[config.mk]
export PLATFORM = sky130hd
export DESIGN_NAME = up_down
export DESIGN_NICKNAME = d
export VERILOG_FILES = /design/src/rtl/up_down_pkg.sv /design/src/rtl/up_down.sv
export SDC_FILE = /design/constraint.sdc
export NUM_CORES = 1
export LEC_CHECK = 0
export ABC_AREA = 1
export CAP_MARGIN = 20
export CORE_AREA = 2 2 39 41
export CTS_CLUSTER_DIAMETER = 200
export DETAILED_ROUTE_END_ITERATION = 6
export DIE_AREA = 0 0 41 43
export SLEW_MARGIN = 20
export SYNTH_ARGS = -nofsm -noshare
export SYNTH_HDL_FRONTEND = slang
export SYNTH_SLANG_ARGS = --single-unit
[constraint.sdc]
create_clock -name clk -period 1.3 [get_ports clk]
set_clock_uncertainty 0.15 [all_clocks]
set_input_delay 0.26 -clock clk [delete_from_list [all_inputs] [get_ports clk]]
set_output_delay 0.26 -clock clk [all_outputs]
set_load 0.02 [all_outputs]
[src/rtl/up_down_pkg.sv]
// rtl/up_down_pkg.sv - shared default width for the up/down counter
package up_down_pkg;
  localparam int COUNTER_WIDTH = 4;
endpackage

[src/rtl/up_down.sv]
// rtl/up_down.sv - loadable binary up/down counter with terminal-count flag
module up_down
  import up_down_pkg::*;
#(
  parameter int WIDTH = COUNTER_WIDTH
) (
  input  logic             clk,
  input  logic             rst,
  input  logic             enable,
  input  logic             load,
  input  logic             upordown,
  input  logic [WIDTH-1:0] data_in,
  output logic [WIDTH-1:0] count,
  output logic             tc
);

  localparam logic [WIDTH-1:0] ALL_ONES = '1;
  localparam logic [WIDTH-1:0] ALL_ZERO = '0;

  logic [WIDTH-1:0] count_next;
  logic             at_top;
  logic             at_bottom;

  always_comb begin
    count_next = count;
    if (load) begin
      count_next = data_in;
    end else if (enable) begin
      count_next = upordown ? count + 1'b1 : count - 1'b1;
    end

    at_top    = (count == ALL_ONES);
    at_bottom = (count == ALL_ZERO);
    // Gated by rst so the flag stays low while the count is held at zero in reset.
    tc = rst & enable & ~load & ((upordown & at_top) | (~upordown & at_bottom));
  end

  always_ff @(posedge clk or negedge rst) begin
    if (!rst) begin
      count <= '0;
    end else begin
      count <= count_next;
    end
  end

endmodule

[After elaboration in Yosys (flattened, before gate mapping)]
Index checks and enable logic that the tools add are counted.
Word-level totals
  output and inout bits: 5
  bits in registers: 4
  input bits: 9
Cells by class
  reduce and logical (&&, ||, !) cells: 2
  add/sub/neg operators: 2
  equality and inequality tests: 1
  bitwise operators: 8
  muxes and demuxes: 3
Operators with widths (count)
  4-bit two-way mux: 3
  1-bit bitwise AND: 5
  4-bit by 1-bit adder with 4-bit output, second input constant: 1
  4-bit equality test, second input constant: 1
  4-bit logical NOT: 1
  4-bit by 1-bit subtractor with 4-bit output, second input constant: 1
  1-bit inverter: 2
  2-bit nonzero test: 1
  1-bit OR: 1

[Logic depth before layout (Yosys ltp)]
Gate-level depths: netlist of run 1.
  word-level depth: 4
  gate-level depth with buffers: 8

[Worst setup path before layout of run 1]
Ideal clock, no wire load.
  kind: reg2out
  start point: register count[0]
  end point: output port tc
  slack: -0.248 ns
  data required time: 0.890 ns
  stages on the path, launching flop included: 6
  data arrival time: 1.138 ns
  cell sequence: dfrtp_1 -> nor2_1 -> nand2_1 -> nand2_1 -> nand3_1 -> a21oi_1
On the way
  word-level cells in the longest chain between the ends: 4
  elaborated cells between the ends (all ways): 6
RTL lines
  start, declared: RTL line up_down.sv:13  | output logic [WIDTH-1:0] count,
  start signal, assigned: RTL line up_down.sv:42  | count <= count_next;
  4-bit equality test or 4-bit logical NOT (tied branches): RTL line up_down.sv:32, up_down.sv:33
  1-bit bitwise AND: RTL line up_down.sv:35  | tc = rst & enable & ~load & ((upordown & at_top) | (~upordown & at_bottom));
  1-bit OR (*): RTL line up_down.sv:35
  1-bit bitwise AND (*): RTL line up_down.sv:35
  end, declared: RTL line up_down.sv:14  | output logic tc
Mark *: on every way between the ends. The rest lies on a longest branch, timed or not.

[Worst setup path after layout of run 1]
Ends and elaborated chain as after synthesis.

==> results of run 1 <==
==> routing by layer <==
layer	vias to the layer above	track usage, %	wire length [um]
met1	196	18.0	439
met3	0	6.28	40
met5	-	0	0
met4	0	4.00	0
met2	12	21.6	508
li1	214	-	-
==> worst reg2reg max path, delay by kind of cell, from the launching register on <==
kind	cells	cell delay, ns
and+or+nand+nor	5	0.43
DFF	1	0.42
adders and majority gates	1	0.25
buffers and inverters	1	0.13
==> where the power goes <==
part	switching [mW]	internal [mW]
Clock	0.0491	0.103
Combinational	0.152	0.200
Sequential	0.0187	0.146
Total	0.219	0.449
==> path summary, 6_finish.rpt <==
path	slack, ns	from	to
setup / recovery	-0.35	count[0]	tc
hold / removal	0.19	rst	count[3]
setup reg to reg	-0.19	count[2]	count[3]
hold reg to reg	0.52	count[0]	count[0]
max in group asynchronous	0.69	rst	count[0]
min in group clk	0.33	enable	count[1]
==> area by class of cell <==
type                            count  share of cell area (%)
Clock buffer                        3                    3.32
Inverter                            5                    2.77
Multi-Input combinational cell     38                    36.9
Sequential cell                     4                    15.5
Tap cell                           16                    2.95
Timing Repair Buffer               27                    38.6
==> metrics by stage <==
step	setup TNS (ns)	cells	setup WS, ns	instance area (sq um)
floorplan	-0.194	47	-0.0671	362
global placement	-3.50	88	-0.827	602
detailed placement	-3.50	88	-0.832	602
CTS	-1.17	93	-0.320	668
global route	-1.33	93	-0.417	678
finish	-0.982	93	-0.350	678
==> cells in the final DEF, fill, tap and decap left out, drive strengths merged, types with 2 or more instances in the layout <==
| cell type | netlist | final |
|---|---|---|
| ha | 2 | 2 |
| a22oi | 2 | 2 |
| buf | 0 | 19 |
| nand2 | 17 | 17 |
| clkdlybuf4s50 | 0 | 6 |
| nand3 | 4 | 4 |
| dlygate4sd2 | 0 | 2 |
| clkbuf | 0 | 3 |
| nor2 | 5 | 5 |
| dfrtp | 4 | 4 |
| a21oi | 2 | 2 |
| inv | 5 | 5 |
==> cell families (layout without fill, tap and decap cells) <==
group | Yosys count | in the layout | synth area share [%]
simple gates | 28 | 28 | 35.9
fa+ha+maj | 3 | 3 | 13.7
xor+xnor | 1 | 1 | 2.67
buf+inv | 5 | 35 | 5.73
compound gates | 6 | 6 | 11.4
flops | 4 | 4 | 30.5
==> what timing repair did <==
item                                    CTS  global route
pin swaps                                 6             7
endpoints found under the setup margin    8             9
endpoints found under the hold margin     0             0
resized for setup                        39             4
gates cloned                              0             0
setup buffers                             3             3
==> flow_summary.rst, run 1 <==
.. list-table::
   :header-rows: 1

   * - Metric
     - Value
   * - Count of final setup violators
     - 7
   * - Number of search-and-repair iterations in the first detailed-routing pass
     - 2
   * - Top reg by flops
     - count
   * - Final core area utilization
     - approximately 50%
   * - Status
     - finished, violations left
   * - Overflow after GRT
     - 0
   * - Final worst setup slack
     - -0.350 ns
   * - Kind of critical path
     - register to output port
   * - Max IR drop VDD
     - a little over 0.6 mV
   * - Clock Latency Late Sink
     - about 0.23 ns
   * - Die H
     - between 40 and 50 um
   * - Vias
     - ~420
   * - First-pass GRT wire length
     - around 1700 um
   * - Net count after synthesis
     - 59
   * - Largest register FFs
     - 4
   * - Maximum number of pins on one net before global-route repair
     - 7
   * - Area of the mapped netlist
     - 328 sq um
   * - Worst relative slew slack
     - around nine tenths
   * - Series of cell instances along the critical path
     - nor2_1 > nand2_1 > nand2_1 > nand3_2 > a21oi_4 > buf_6
   * - Cell accounting for the most synthesized area
     - sky130_fd_sc_hd__dfrtp_1
   * - Transition at the pin with the smallest max-transition slack
     - 0.150 ns
   * - Sequential standard cell area
     - 105 sq um
   * - Clock root buffer
     - sky130_fd_sc_hd__clkbuf_4
   * - Die width
     - a little over 40 um
   * - Path category of the worst min-delay check
     - primary input to asynchronous set/reset pin
   * - Count of inserted antenna diode cells
     - 0
   * - Number of DRC violations after detailed routing
     - 0
   * - Maximum clock frequency
     - ~0.61 GHz
   * - Data required time at the worst endpoint
     - about 0.9 ns
   * - Register bit count reported by yosys
     - 4
   * - Worst setup EP type
     - output port
   * - Area share of the leading cell type in the synthesized netlist
     - a little under a third
   * - Final nets
     - slightly above 90
   * - Cell repeated most along the worst path
     - sky130_fd_sc_hd__nand2_1
   * - Synth top cells by count
     - sky130_fd_sc_hd__nand2_1 (17), sky130_fd_sc_hd__inv_1 (5), sky130_fd_sc_hd__dfrtp_1 (4), sky130_fd_sc_hd__nand3_1 (4), sky130_fd_sc_hd__nor2_1 (4)
   * - Max-slew violations
     - 0
   * - Violations in the final reports
     - negative setup slack
   * - Share of the clock period used by the worst path
     - 127%
   * - Largest registers
     - count x4
   * - Vias in the first global route
     - ~410
   * - Placed wire-length estimate after detailed placement
     - between 700 and 800 um
   * - Critical Path Fanout Max
     - 3
   * - Delay of the slowest cell on the worst path
     - 0.41 ns
   * - Post-layout min period
     - about 1.6 ns
   * - Synth Flop Type
     - sky130_fd_sc_hd__dfrtp_1
   * - Sum of routed wire length over all layers
     - a little under 1000 um
   * - Post-detailed-route count of antenna-violating nets
     - 0
   * - Clk slew on worst S/H paths
     - approximately 0.040 ns
   * - H-tree levels
     - 1
   * - PwrDens
     - ~1000 mW/mm^2
   * - Worst slack on hold paths
     - 0.192 ns
   * - Top delay family on crit path
     - flip-flops
   * - Startpoint kind of the worst setup timing path
     - register
   * - Count of cell instances traversed by the critical path
     - 6
   * - Initial Util
     - a little under a quarter
   * - Setup repair after global routing missed its margin
     - true
   * - Leak Pwr
     - between 0.3 and 0.4 nW
   * - Cell count of the worst reg-to-reg path
     - 7
   * - Drt via density
     - roughly 4.5
   * - Synth warnings
     - 0
   * - Fraction of the yosys area taken by sequential cells
     - a little under a third
   * - Maximum clock path buffer count
     - 2
   * - Overall fraction of global-route tracks in use
     - between 10 and 15%
   * - Core outline area
     - between 0.001 and 0.0015 sq mm
   * - Layout-stage area growth over the synthesis result
     - 107%
   * - # port buffers
     - 13
   * - Final Hold Fails
     - 0
   * - Final routed wire length divided by cell count
     - ~11 um
   * - Post-synth EDFFs
     - 0
   * - Number of CTS-inserted buffers
     - 3
   * - Count of distinct cell types in the synthesized netlist
     - 15
   * - WP data arrival
     - approximately 1.2 ns
   * - CP max-delay cell
     - sky130_fd_sc_hd__dfrtp_2
   * - Die outline area
     - around 0.0018 sq mm
   * - CTS Hold Buffers Added
     - 0
   * - Post-Synthesis Mean Instance Area
     - roughly 7.0 sq um
   * - Count of buffering cells on the critical path with inverters included
     - 1
   * - Number of top-level pins
     - 14
   * - Gp weighted congestion
     - 0.740
   * - TritonCTS clock tree
     - built
   * - Number of clock sinks
     - 4
   * - Final Power
     - between 0.6 and 0.7 mW
   * - Total area of multi-input combinational cells
     - roughly 250 sq um
   * - Post-synthesis instance total
     - 47
   * - Number of antenna violations at the first check in global routing
     - 0
   * - Number of rows created at floorplan
     - 14
   * - Proportion of layout cells with a drive suffix above 1
     - 44.2%
   * - Share of flip-flops with an asynchronous set or reset
     - 100%
   * - Starting DRT DRC Count
     - 8
   * - Max-cap viol count
     - 0
   * - Total of fill cells in the finished design
     - about 140
   * - Top-count cell post-synth
     - sky130_fd_sc_hd__nand2_1
   * - Synth top area cells
     - sky130_fd_sc_hd__dfrtp_1 (31%), sky130_fd_sc_hd__nand2_1 (19%), sky130_fd_sc_hd__ha_1 (7.6%)
Note: power is estimated with default switching activity, not from simulation.
==> inputs of run 2 (changes only) <==
Settings changed: CTS_BUF_LIST set to sky130_fd_sc_hd__clkbuf_4 sky130_fd_sc_hd__clkbuf_8, GPL_TIMING_DRIVEN set to 0.
==> flow_summary.rst, run 2 (same netlist as run 1, synthesis figures left out) <==
.. list-table::
   :header-rows: 1

   * - Metric
     - Value
   * - Gp weighted congestion
     - 0.704 (was 0.740)
   * - Vias in the first global route
     - 419 (was 413)
   * - Switching Fraction
     - 33.3% (was 32.8%)
   * - Placed Area
     - 512 sq um (was 602 sq um)
   * - First-pass GRT wire length
     - 1680 um (about the same)
   * - Max-cap viol count
     - 0 (unchanged)
   * - Status
     - finished, violations left (unchanged)
   * - Cell internal pwr
     - 0.464 mW (was 0.449 mW)
   * - Leak Pwr
     - 0.329 nW (was 0.321 nW)
   * - Clk slew on worst S/H paths
     - 0.04 ns (about the same)
   * - Overall fraction of global-route tracks in use
     - 14.0% (was 14.3%)
   * - Leading cell types in the layout, fill and taps excluded
     - sky130_fd_sc_hd__nand2_1 (17), sky130_fd_sc_hd__buf_6 (11), sky130_fd_sc_hd__buf_4 (8) (unchanged)
   * - Drt via density
     - 4.77 (was 4.54)
   * - Startpoint kind of the worst setup timing path
     - register (unchanged)
   * - Die outline area
     - 0.00176 sq mm (unchanged)
   * - Worst relative slew slack
     - 82.4% (was 90.0%)
   * - # port buffers
     - 13 (unchanged)
   * - Part of the total power dissipated in sequential elements
     - 23.6% (was 24.6%)
   * - Number of clock sinks
     - 4 (unchanged)
   * - Die width
     - 41 um (unchanged)
   * - Max IR drop VDD
     - 0.778 mV (was 0.622 mV)
   * - Clock root buffer
     - sky130_fd_sc_hd__clkbuf_4 (unchanged)
   * - Clk pwr share
     - 21.7% (was 22.8%)
   * - Largest registers
     - count x4 (unchanged)
   * - Count of final setup violators
     - 8 (was 7)
   * - Max-slew violations
     - 0 (unchanged)
   * - Number of rows created at floorplan
     - 14 (unchanged)
   * - Delay of the slowest cell on the worst path
     - 0.41 ns (about the same)
   * - Placed wire-length estimate after detailed placement
     - 616 um (was 745 um)
   * - Count of buffering cells on the critical path with inverters included
     - 1 (unchanged)
   * - Sum of routed wire length over all layers
     - 1080 um (was 987 um)
   * - PwrDens
     - 1000 mW/mm^2 (was 986 mW/mm^2)
   * - Number of DRC violations after detailed routing
     - 0 (unchanged)
   * - Cell repeated most along the worst path
     - sky130_fd_sc_hd__nand2_1 (unchanged)
   * - Number of top-level pins
     - 14 (unchanged)
   * - Data required time at the worst endpoint
     - 0.89 ns (about the same)
   * - Critical Path Fanout Max
     - 2 (was 3)
   * - Final worst setup slack
     - -0.342 ns (was -0.350 ns)
   * - Kind of critical path
     - register to output port (unchanged)
   * - Post-layout min period
     - 1.64 ns (was 1.65 ns)
   * - Path category of the worst min-delay check
     - primary input to register (was primary input to asynchronous set/reset pin)
   * - WP data arrival
     - 1.23 ns (was 1.24 ns)
   * - CP max-delay cell
     - sky130_fd_sc_hd__dfrtp_2 (unchanged)
   * - TritonCTS clock tree
     - built (unchanged)
   * - Maximum clock path buffer count
     - 2 (unchanged)
   * - Reported net switching power
     - 0.231 mW (was 0.219 mW)
   * - Setup repair after global routing missed its margin
     - true (unchanged)
   * - Core outline area
     - 0.00138 sq mm (unchanged)
   * - Part of the total power dissipated in combinational logic
     - 54.6% (was 52.6%)
   * - Proportion of layout cells with a drive suffix above 1
     - 46.2% (was 44.2%)
   * - Post-route design area
     - 693 sq um (was 678 sq um)
   * - Maximum number of pins on one net before global-route repair
     - 7 (unchanged)
   * - Layout-stage area growth over the synthesis result
     - 111% (was 107%)
   * - Vias
     - 448 (was 422)
   * - Number of search-and-repair iterations in the first detailed-routing pass
     - 4 (was 2)
   * - Final nets
     - 92 (was 91)
   * - Clock Latency Late Sink
     - 0.23 ns (about the same)
   * - Top delay family on crit path
     - flip-flops (unchanged)
   * - Top reg by flops
     - count (unchanged)
   * - Violations in the final reports
     - negative setup slack (unchanged)
   * - Initial Util
     - 23.7% (unchanged)
   * - Share of the clock period used by the worst path
     - 126% (was 127%)
   * - Count of inserted antenna diode cells
     - 0 (unchanged)
   * - Number of CTS-inserted buffers
     - 3 (unchanged)
   * - Most common cell after layout, fill and taps aside
     - sky130_fd_sc_hd__nand2_1 (unchanged)
   * - Starting DRT DRC Count
     - 8 (unchanged)
   * - Final routed wire length divided by cell count
     - 11.5 um (was 10.6 um)
   * - H-tree levels
     - 1 (unchanged)
   * - Series of cell instances along the critical path
     - nor2_2 > nand2_1 > nand2_1 > nand3_2 > a21oi_4 > buf_6 (was nor2_1 > nand2_1 > nand2_1 > nand3_2 > a21oi_4 > buf_6)
   * - Overflow after GRT
     - 0 (unchanged)
   * - Maximum clock frequency
     - 0.609 GHz (was 0.606 GHz)
   * - Post-detailed-route count of antenna-violating nets
     - 0 (unchanged)
   * - Largest register FFs
     - 4 (unchanged)
   * - Total of fill cells in the finished design
     - 134 (was 135)
   * - Final Hold Fails
     - 0 (unchanged)
   * - Transition at the pin with the smallest max-transition slack
     - 0.264 ns (was 0.150 ns)
   * - Final total negative setup slack
     - -1.44 ns (was -0.982 ns)
   * - Number of antenna violations at the first check in global routing
     - 0 (unchanged)
   * - Die H
     - 43 um (unchanged)
   * - Worst setup EP type
     - output port (unchanged)
==> run 2: worst reg2reg max path, delay by kind of cell, from the launching register on <==
kind,cells,cell delay (ns)
flops,1,0.41
fa+ha+maj,1,0.23
buf+inv,2,0.27
simple gates,5,0.45
==> run 2: worst paths after layout <==
check	from	endpoint	slack, ns	cells after the start
setup / recovery	count[1]	tc	-0.34	6
hold / removal	enable	count[1]	0.38	4
setup reg to reg	count[2]	count[3]	-0.30	8
hold reg to reg	count[3]	count[3]	0.52	3
max in group asynchronous	rst	count[0]	0.40	2
min in group asynchronous	rst	count[3]	0.41	2
==> run 2: area by class of cell <==
type	count	area (sq um)	share of cell area [%]
clock buffers	3	22.5	3.25
inverters	5	18.8	2.71
multi-input cells	38	258	37.2
flip-flops and latches	4	105	15.2
well taps	16	20.0	2.89
repair buffers	28	269	38.8
==> run 2: per-layer routing <==
layer | vias to the layer above | part of all wire [%] | track usage [%]
met4 | 0 | 3.9 | 8.00
met2 | 19 | 54 | 20.6
met3 | 4 | 3.5 | 3.14
li1 | 218 | - | -
met1 | 207 | 39 | 18.0
met5 | - | 0 | 0
==> run 2: through the flow <==
stage / cells / hold WS, ns / total power, mW / utilization (%) / setup slack, ns
floorplan: 47 / -0.186 / 0.305 / - / -0.0671
global placement: 76 / 0.353 / 0.395 / 37.0 / -1.01
detailed placement: 76 / 0.355 / 0.399 / 37.0 / -1.01
CTS: 92 / 0.347 / 0.671 / 47.9 / -0.320
global route: 94 / 0.384 / 0.752 / 50.1 / -0.416
finish: 94 / 0.380 / 0.695 / 50.1 / -0.342
==> run 2: power groups by stage <==
stage | logic (mW) | registers [mW] | clock network [mW]
final | 0.379 | 0.164 | 0.151
after detailed placement | 0.219 | 0.180 | 0
after global placement | 0.214 | 0.181 | 0
after global routing | 0.410 | 0.166 | 0.176
after CTS | 0.350 | 0.160 | 0.162
after floorplan | 0.110 | 0.195 | 0
==> run 2: repair_timing <==
action / 4_1_cts / 5_1_grt
endpoints found under the setup margin: 8 / 8
hold buffers: 1 / 0
buffers inserted: 12 / 2
hold endpoints to repair: 4 / 0
gates resized for setup: 42 / 5
pin swaps: 6 / 4
==> inputs of run 3 (changes only) <==
Settings changed: HOLD_SLACK_MARGIN set to 0.08.
==> results of run 3 <==
Same layout as run 2: the final DEF is identical, and so are final timing and power.
